===== config.mk =====
export PLATFORM = sky130hd
export DESIGN_NAME = gsau_wb_arbiter_flat
export DESIGN_NICKNAME = d
export VERILOG_FILES = /design/src/rtl/gsau_wb_arbiter_pkg.sv /design/src/rtl/gsau_wb_arbiter_if.sv /design/src/rtl/sync_fifo.sv /design/src/rtl/gsau_wb_arbiter.sv /design/src/flat_wrapper.sv
export SDC_FILE = /design/constraint.sdc
export NUM_CORES = 2
export LEC_CHECK = 0
export ABC_AREA = 1
export CAP_MARGIN = 20
export CORE_AREA = 2 2 616 618
export CTS_CLUSTER_SIZE = 16
export DETAILED_ROUTE_END_ITERATION = 12
export DIE_AREA = 0 0 618 620
export GPL_TIMING_DRIVEN = 0
export HOLD_SLACK_MARGIN = 0.06
export SETUP_SLACK_MARGIN = 0.5
export SYNTH_ARGS = -nofsm -noshare
export SYNTH_HDL_FRONTEND = slang
export SYNTH_SLANG_ARGS = --single-unit

===== constraint.sdc =====
create_clock -name CLK -period 75.9 [get_ports CLK]
set_clock_uncertainty 0.2 [all_clocks]
set_input_delay 18.975 -clock CLK [delete_from_list [all_inputs] [get_ports CLK]]
set_output_delay 18.975 -clock CLK [all_outputs]
set_load 0.1 [all_outputs]

===== src/rtl/gsau_wb_arbiter_pkg.sv =====
// Shared types and widths for the GSAU writeback arbiter.
// Holds the vector register file geometry and the buffered writeback request.
package gsau_wb_arbiter_pkg;

  // Vector register file geometry.
  localparam int VEGGIEREGS = 256;
  localparam int DST_W      = $clog2(VEGGIEREGS);

  // One systolic-array psum row is one full vector register write.
  localparam int PSUM_W     = 512;

  typedef logic [DST_W-1:0]  dst_t;
  typedef logic [PSUM_W-1:0] psum_t;

  // One buffered GSAU result: destination register plus the psum row.
  typedef struct packed {
    dst_t  dst;
    psum_t data;
  } wb_req_t;

  // Source tag reported alongside each RF write so the scoreboard can clear the right entry.
  typedef enum logic {
    SRC_VL   = 1'b0,
    SRC_GSAU = 1'b1
  } wb_src_t;

endpackage


===== src/rtl/gsau_wb_arbiter_if.sv =====
// Bus bundle for the GSAU writeback arbiter.
// The master side is the environment: the GSAU, the vector lanes and the RF stall source.
// The slave side is the arbiter itself.
interface gsau_wb_arbiter_if;
  import gsau_wb_arbiter_pkg::*;

  // GSAU result stream.
  logic  gsau_wb_valid;
  dst_t  gsau_wb_dst;
  psum_t gsau_wb_psum;
  logic  gsau_wb_ready;

  // Vector-lane writeback stream.
  logic  vl_wb_valid;
  dst_t  vl_wb_dst;
  psum_t vl_wb_data;
  logic  vl_wb_ready;

  // Vector register file write port.
  logic  rf_stall;
  logic  rf_wen;
  dst_t  rf_waddr;
  psum_t rf_wdata;
  logic  rf_wsrc;

  modport master (
    output gsau_wb_valid, gsau_wb_dst, gsau_wb_psum,
    input  gsau_wb_ready,
    output vl_wb_valid, vl_wb_dst, vl_wb_data,
    input  vl_wb_ready,
    output rf_stall,
    input  rf_wen, rf_waddr, rf_wdata, rf_wsrc
  );

  modport slave (
    input  gsau_wb_valid, gsau_wb_dst, gsau_wb_psum,
    output gsau_wb_ready,
    input  vl_wb_valid, vl_wb_dst, vl_wb_data,
    output vl_wb_ready,
    input  rf_stall,
    output rf_wen, rf_waddr, rf_wdata, rf_wsrc
  );

endinterface


===== src/rtl/sync_fifo.sv =====
// Small synchronous FIFO with synchronous active-low reset.
// The head entry is read combinationally; a write becomes visible at the head
// the cycle after it is pushed. Pushes while full and pops while empty are dropped.
// FIFODEPTH must be a power of two so the pointers wrap for free.
module sync_fifo #(
  parameter int FIFODEPTH = 4,
  parameter int DATAWIDTH = 8
) (
  input  logic                 clk,
  input  logic                 rst_n,
  input  logic                 push,
  input  logic                 pop,
  input  logic [DATAWIDTH-1:0] wdata,
  output logic [DATAWIDTH-1:0] rdata,
  output logic                 empty,
  output logic                 full
);

  localparam int PTR_W = $clog2(FIFODEPTH);
  localparam logic [PTR_W:0] FULL_CNT = (PTR_W + 1)'(FIFODEPTH);

  logic [DATAWIDTH-1:0] mem [FIFODEPTH];
  logic [PTR_W-1:0]     wr_ptr;
  logic [PTR_W-1:0]     rd_ptr;
  logic [PTR_W:0]       count;
  logic                 do_push;
  logic                 do_pop;

  assign empty   = (count == '0);
  assign full    = (count == FULL_CNT);
  assign do_push = push && !full;
  assign do_pop  = pop && !empty;
  assign rdata   = mem[rd_ptr];

  // Pointer and occupancy bookkeeping; a simultaneous push and pop leaves count unchanged.
  always_ff @(posedge clk) begin
    // NOTE: state registers use non-blocking assignments so every flop samples pre-edge values.
    if (!rst_n) begin
      wr_ptr <= '0;
      rd_ptr <= '0;
      count  <= '0;
    end else begin
      if (do_push) wr_ptr <= wr_ptr + 1'b1;
      if (do_pop)  rd_ptr <= rd_ptr + 1'b1;
      case ({do_push, do_pop})
        2'b10:   count <= count + 1'b1;
        2'b01:   count <= count - 1'b1;
        default: count <= count;
      endcase
    end
  end

  // Storage array write.
  always_ff @(posedge clk) begin
    // NOTE: the array is deliberately not reset; emptiness is tracked by count, so stale words are never read.
    if (do_push) mem[wr_ptr] <= wdata;
  end

endmodule


===== src/rtl/gsau_wb_arbiter.sv =====
// GSAU writeback arbiter.
// Buffers GSAU psum results in a FIFO and arbitrates them against vector-lane
// writebacks for the single vector register file write port. The vector lane
// normally has priority; the buffered GSAU head wins when the lane is idle, when
// the buffer is full, or after it has lost STARVE_MAX consecutive grants.
// The RF write is registered: one cycle after a grant.
// Optional build macro: WB_PERF_CNT_EN adds saturating performance counters.
module gsau_wb_arbiter
  import gsau_wb_arbiter_pkg::*;
#(
  parameter int DEPTH      = 4,
  parameter int STARVE_MAX = 8
) (
  input  logic               CLK,
  input  logic               nRST,
  gsau_wb_arbiter_if.slave   bus
`ifdef WB_PERF_CNT_EN
  ,
  output logic [31:0]        perf_gsau_wr,
  output logic [31:0]        perf_vl_stall,
  output logic [31:0]        perf_force
`endif
);

  localparam int SW = $clog2(STARVE_MAX + 1);
  localparam logic [SW-1:0] STARVE_LIM = SW'(STARVE_MAX);

  wb_req_t   push_req;
  wb_req_t   head;
  logic      fifo_empty;
  logic      fifo_full;
  logic      push;
  logic      force_g;
  logic      g_grant;
  logic      vl_grant;
  logic [SW-1:0] starve_cnt;

  logic      rf_wen_q;
  wb_src_t   rf_wsrc_q;
  dst_t      rf_waddr_q;
  psum_t     rf_wdata_q;

  // Readiness comes from registered occupancy only, so a pop never frees a slot in the same cycle.
  assign push_req          = '{dst: bus.gsau_wb_dst, data: bus.gsau_wb_psum};
  assign bus.gsau_wb_ready = !fifo_full;
  assign push              = bus.gsau_wb_valid && !fifo_full;

  sync_fifo #(
    .FIFODEPTH (DEPTH),
    .DATAWIDTH ($bits(wb_req_t))
  ) u_fifo (
    .clk   (CLK),
    .rst_n (nRST),
    .push  (push),
    .pop   (g_grant),
    .wdata (push_req),
    .rdata (head),
    .empty (fifo_empty),
    .full  (fifo_full)
  );

  // Grant decision for the RF write port; nothing is granted while the port is stalled.
  always_comb begin
    // NOTE: every output gets a default before the conditions so no latch is inferred.
    force_g  = 1'b0;
    g_grant  = 1'b0;
    vl_grant = 1'b0;
    if (!bus.rf_stall) begin
      force_g  = !fifo_empty && (fifo_full || (starve_cnt == STARVE_LIM));
      g_grant  = !fifo_empty && (force_g || !bus.vl_wb_valid);
      vl_grant = bus.vl_wb_valid && !g_grant;
    end
  end

  assign bus.vl_wb_ready = vl_grant;

  // Count consecutive grants lost by a waiting GSAU head; frozen while the port is stalled.
  always_ff @(posedge CLK) begin
    if (!nRST) begin
      starve_cnt <= '0;
    end else if (fifo_empty) begin
      starve_cnt <= '0;
    end else if (!bus.rf_stall) begin
      if (g_grant) begin
        starve_cnt <= '0;
      end else if (vl_grant && (starve_cnt != STARVE_LIM)) begin
        starve_cnt <= starve_cnt + 1'b1;
      end
    end
  end

  // Registered RF write: load the winner on a grant, otherwise drop enable and hold the rest.
  always_ff @(posedge CLK) begin
    if (!nRST) begin
      rf_wen_q   <= 1'b0;
      rf_wsrc_q  <= SRC_VL;
      rf_waddr_q <= '0;
      rf_wdata_q <= '0;
    end else if (g_grant) begin
      rf_wen_q   <= 1'b1;
      rf_wsrc_q  <= SRC_GSAU;
      rf_waddr_q <= head.dst;
      rf_wdata_q <= head.data;
    end else if (vl_grant) begin
      rf_wen_q   <= 1'b1;
      rf_wsrc_q  <= SRC_VL;
      rf_waddr_q <= bus.vl_wb_dst;
      rf_wdata_q <= bus.vl_wb_data;
    end else begin
      rf_wen_q   <= 1'b0;
    end
  end

  assign bus.rf_wen   = rf_wen_q;
  assign bus.rf_wsrc  = rf_wsrc_q;
  assign bus.rf_waddr = rf_waddr_q;
  assign bus.rf_wdata = rf_wdata_q;

`ifdef WB_PERF_CNT_EN
  logic vl_stalled;
  assign vl_stalled = bus.vl_wb_valid && !vl_grant;

  // Saturating event counters for GSAU writes, vector-lane stall cycles and forced grants.
  always_ff @(posedge CLK) begin
    if (!nRST) begin
      perf_gsau_wr  <= '0;
      perf_vl_stall <= '0;
      perf_force    <= '0;
    end else begin
      if (g_grant && (perf_gsau_wr != '1))           perf_gsau_wr  <= perf_gsau_wr + 32'd1;
      if (vl_stalled && (perf_vl_stall != '1))       perf_vl_stall <= perf_vl_stall + 32'd1;
      if (g_grant && force_g && (perf_force != '1))  perf_force    <= perf_force + 32'd1;
    end
  end
`endif

  // Pushing into a full buffer is an upstream protocol violation; the push is dropped.
  a_no_push_when_full: assert property (@(posedge CLK) disable iff (!nRST)
    !(bus.gsau_wb_valid && !bus.gsau_wb_ready));

endmodule


===== src/flat_wrapper.sv =====
// flat-port wrapper written by rule: the top's interface ports become plain ports
module gsau_wb_arbiter_flat import gsau_wb_arbiter_pkg::*;
#(
  parameter int DEPTH      = 4,
  parameter int STARVE_MAX = 8
)
  (CLK, nRST, bus_gsau_wb_valid, bus_gsau_wb_dst, bus_gsau_wb_psum, bus_gsau_wb_ready, bus_vl_wb_valid, bus_vl_wb_dst, bus_vl_wb_data, bus_vl_wb_ready, bus_rf_stall, bus_rf_wen, bus_rf_waddr, bus_rf_wdata, bus_rf_wsrc);
  gsau_wb_arbiter_if bus_i ();
  input  logic CLK;
  input  logic nRST;
  input wire logic [$bits(bus_i.gsau_wb_valid)-1:0] bus_gsau_wb_valid;
  input wire logic [$bits(bus_i.gsau_wb_dst)-1:0] bus_gsau_wb_dst;
  input wire logic [$bits(bus_i.gsau_wb_psum)-1:0] bus_gsau_wb_psum;
  output wire logic [$bits(bus_i.gsau_wb_ready)-1:0] bus_gsau_wb_ready;
  input wire logic [$bits(bus_i.vl_wb_valid)-1:0] bus_vl_wb_valid;
  input wire logic [$bits(bus_i.vl_wb_dst)-1:0] bus_vl_wb_dst;
  input wire logic [$bits(bus_i.vl_wb_data)-1:0] bus_vl_wb_data;
  output wire logic [$bits(bus_i.vl_wb_ready)-1:0] bus_vl_wb_ready;
  input wire logic [$bits(bus_i.rf_stall)-1:0] bus_rf_stall;
  output wire logic [$bits(bus_i.rf_wen)-1:0] bus_rf_wen;
  output wire logic [$bits(bus_i.rf_waddr)-1:0] bus_rf_waddr;
  output wire logic [$bits(bus_i.rf_wdata)-1:0] bus_rf_wdata;
  output wire logic [$bits(bus_i.rf_wsrc)-1:0] bus_rf_wsrc;
  assign bus_i.gsau_wb_valid = bus_gsau_wb_valid;
  assign bus_i.gsau_wb_dst = bus_gsau_wb_dst;
  assign bus_i.gsau_wb_psum = bus_gsau_wb_psum;
  assign bus_gsau_wb_ready = bus_i.gsau_wb_ready;
  assign bus_i.vl_wb_valid = bus_vl_wb_valid;
  assign bus_i.vl_wb_dst = bus_vl_wb_dst;
  assign bus_i.vl_wb_data = bus_vl_wb_data;
  assign bus_vl_wb_ready = bus_i.vl_wb_ready;
  assign bus_i.rf_stall = bus_rf_stall;
  assign bus_rf_wen = bus_i.rf_wen;
  assign bus_rf_waddr = bus_i.rf_waddr;
  assign bus_rf_wdata = bus_i.rf_wdata;
  assign bus_rf_wsrc = bus_i.rf_wsrc;
  gsau_wb_arbiter #(.DEPTH(DEPTH), .STARVE_MAX(STARVE_MAX)) u_core (.CLK(CLK), .nRST(nRST), .bus(bus_i));
endmodule

==> results.json <==
{
  "grt.total_usage_pct": 23.3,
  "ys_top_cells_by_area": "edfxtp_1 (55%), nand2_1 (12%), nand3_1 (12%), dfxtp_1 (9.5%), inv_1 (8.7%)",
  "cts_tree": "built",
  "drv_slew": 0,
  "start_kind": "input port",
  "finalCritPeriodShare_pct": 54.2,
  "power_density_nw_per_um2": 36.8,
  "cts_resized": 0,
  "end_kind": "output port",
  "rsz0062_at_grt": "false",
  "dpl.hpwl_mm": 354,
  "drt.antenna.violating_nets": 0,
  "drive_above_1_share_pct": 6.58,
  "insertion_delay_ns": 0.91,
  "numCtsBuffers": 297,
  "dr_total_vias": 91700,
  "yosysWarnings": 0,
  "first_iter_violations": 9413,
  "yosysTopAreaCell": "edfxtp_1",
  "setup-violations-final": 0,
  "path_class": "input port to output port",
  "coreArea_um2": 377000,
  "ys_seq_elements": 2615,
  "rows": 226,
  "cts_sinks": 2615,
  "postSynthCellCount": 12200,
  "synth_cell_types": 22,
  "drcViolationCount": 0,
  "status": "completed",
  "slew_headroom_pct": 17.0,
  "tns_ns": 0,
  "yosysTopAreaCellShare_pct": 55.2,
  "arrival_ns": 21.98,
  "worstPathRequired_ns": 56.73,
  "grt_pass1_wl_mm": 633,
  "grt_pass1_vias": 83800,
  "max_freq_mhz": 24.3,
  "min_path_type": "register to register",
  "initial_core_util_pct": 30.0,
  "drt_pass1_iterations": 6,
  "seq_area_frac_synth_pct": 64.6,
  "synthArstFlopShare_pct": 0,
  "synth_commonest_cells": "nand2_1 (3648), inv_1 (2620), nand3_1 (2610), edfxtp_1 (2080), dfxtp_1 (535)",
  "p_leak_nw": 66.8,
  "io_pins": 1569,
  "vdd.ir_drop.worst_v": 0.0000278,
  "grt.busiest_layer": "met2",
  "routed_wirelength_mm": 468,
  "yosysMostFrequentCell": "nand2_1",
  "critPathMaxFanout": 10,
  "wire_per_inst_um": 23.8,
  "area_growth_pct": 31.5,
  "die_x_um": 618,
  "syn_avg_cell_area_um2": 9.25,
  "synth-main-ff-cell": "edfxtp_1",
  "clkTransAtPathRegs_ns": 0.06,
  "grt_overflow": 0,
  "design.die.area_um2": 383000,
  "fin_nets": 15300,
  "worst_pin_slew_ns": 1.24,
  "place_area_um2": 139000,
  "met2_usage_pct": 36.9,
  "drv_cap": 0,
  "total_power_mw": 5.48,
  "netlist_area_um2": 113000,
  "use_met3_pct": 6.65,
  "ctsHtreeMaxLevel": 5,
  "globalRouteMet1Util_pct": 29.2,
  "synth.net_count": 13300,
  "design_area_um2": 149000,
  "period_needed_ns": 41.15,
  "postCtsSetupRepairBufs": 0,
  "grt_max_degree": 28,
  "synth_edf_count": 2080,
  "ctsRootBufferMaster": "clkbuf_16",
  "numPortBuffers": 1567,
  "hold_violations": 0,
  "postCtsHoldBufs": 0,
  "cts.path.max_buffers": 4,
  "gp_congestion": 0.994,
  "vias_per_cell": 4.67,
  "floorplan.die.height_um": 620,
  "antenna_found_initial": 230
}
==> power by group <==
| group | internal, mW | switching, mW | total (mW) |
|---|---|---|---|
| clock | 0.829 | 0.613 | 1.44 |
| sequential | 1.74 | 0.0787 | 1.82 |
| combinational | 0.571 | 1.65 | 2.22 |
==> final timing paths <==
kind                     startpoint                        end  slack [ns]  cells past startpoint
min reg2reg      u_core.bus.rf_wsrc         u_core.bus.rf_wsrc        0.29                      2
max                 bus_vl_wb_valid            bus_vl_wb_ready       34.75                      8
min              u_core.bus.rf_wsrc         u_core.bus.rf_wsrc        0.29                      2
max reg2reg  u_core.u_fifo.count[1]  u_core.u_fifo.mem[0][188]       71.81                     10
==> worst max-delay path, stage by stage <==
cell             delay [ns]
clkdlybuf4s50_1        0.48
inv_1                  0.10
nor2_2                 0.06
a21oi_4                0.48
buf_16                 0.21
clkbuf_1               0.49
nor2_1                 0.08
clkdlybuf4s50_1        1.07
==> logic make-up after synthesis <==
group / after synthesis / synth area share, %
fa+ha+maj: 8 / 0.0951
flops: 2615 / 64.6
xor+xnor: 3 / 0.0232
buf+inv: 3314 / 11.4
simple gates: 6272 / 23.7
compound gates: 22 / 0.117
==> per-layer routing <==
layer / share of wire [%] / vias up / wire, um
met3: 9.7 / 895 / 45400
li1: - / 42900 / -
met4: 4.8 / 104 / 22300
met2: 46 / 4182 / 215000
met5: 0.18 / - / 846
met1: 39 / 43700 / 184000
==> layout make-up <==
cell class,count,area [um^2]
Timing Repair Buffer,1738,19300
Inverter,2624,9850
Buffer,690,3090
Tap cell,5016,6280
Fill cell,36900,228000
Sequential cell,2615,73200
Multi-Input combinational cell,6305,27100
Clock inverter,135,1380
Clock buffer,416,8360
Antenna cell,125,313
==> placed cells by master, fill, tap and decap left out, types with 9 or more instances in the layout <==
cell type        count
buf_1               86
diode_2            125
clkbuf_1           346
inv_1             2620
buf_12             131
bufinv_16           15
nand2_1           3648
buf_16              34
clkinv_2            43
edfxtp_1          2080
clkbuf_16          305
dfxtp_1            535
nand3_1           2610
buf_2              313
clkbuf_8            30
clkinv_1            42
clkbuf_2             9
a21oi_1             14
clkdlybuf4s50_1   1564
buf_6               11
==> flip-flops by register name (all words and copies together), names as in the netlist, named ones only <==
signal and cells:
u_core.u_fifo.mem 2080, u_core.bus.rf_wdata 512, u_core.bus.rf_waddr 8, u_core.starve_cnt 4, u_core.u_fifo.count 3, u_core.u_fifo.rd_ptr 2, u_core.u_fifo.wr_ptr 2, u_core.bus.rf_wen 1
u_core.bus.rf_wsrc 1
==> through the flow <==
stage	util [%]	cells	hold slack, ns	worst slack (ns)
final	39.5	19700	0.293	34.75
after global placement	35.8	18800	0.285	11.78
after CTS	39.4	19500	0.286	34.70
after global routing	39.4	19600	0.301	34.64
after detailed placement	36.8	19000	0.277	34.69
after floorplan	-	12200	0.270	33.48
Note: power is estimated with default switching activity, not from simulation.
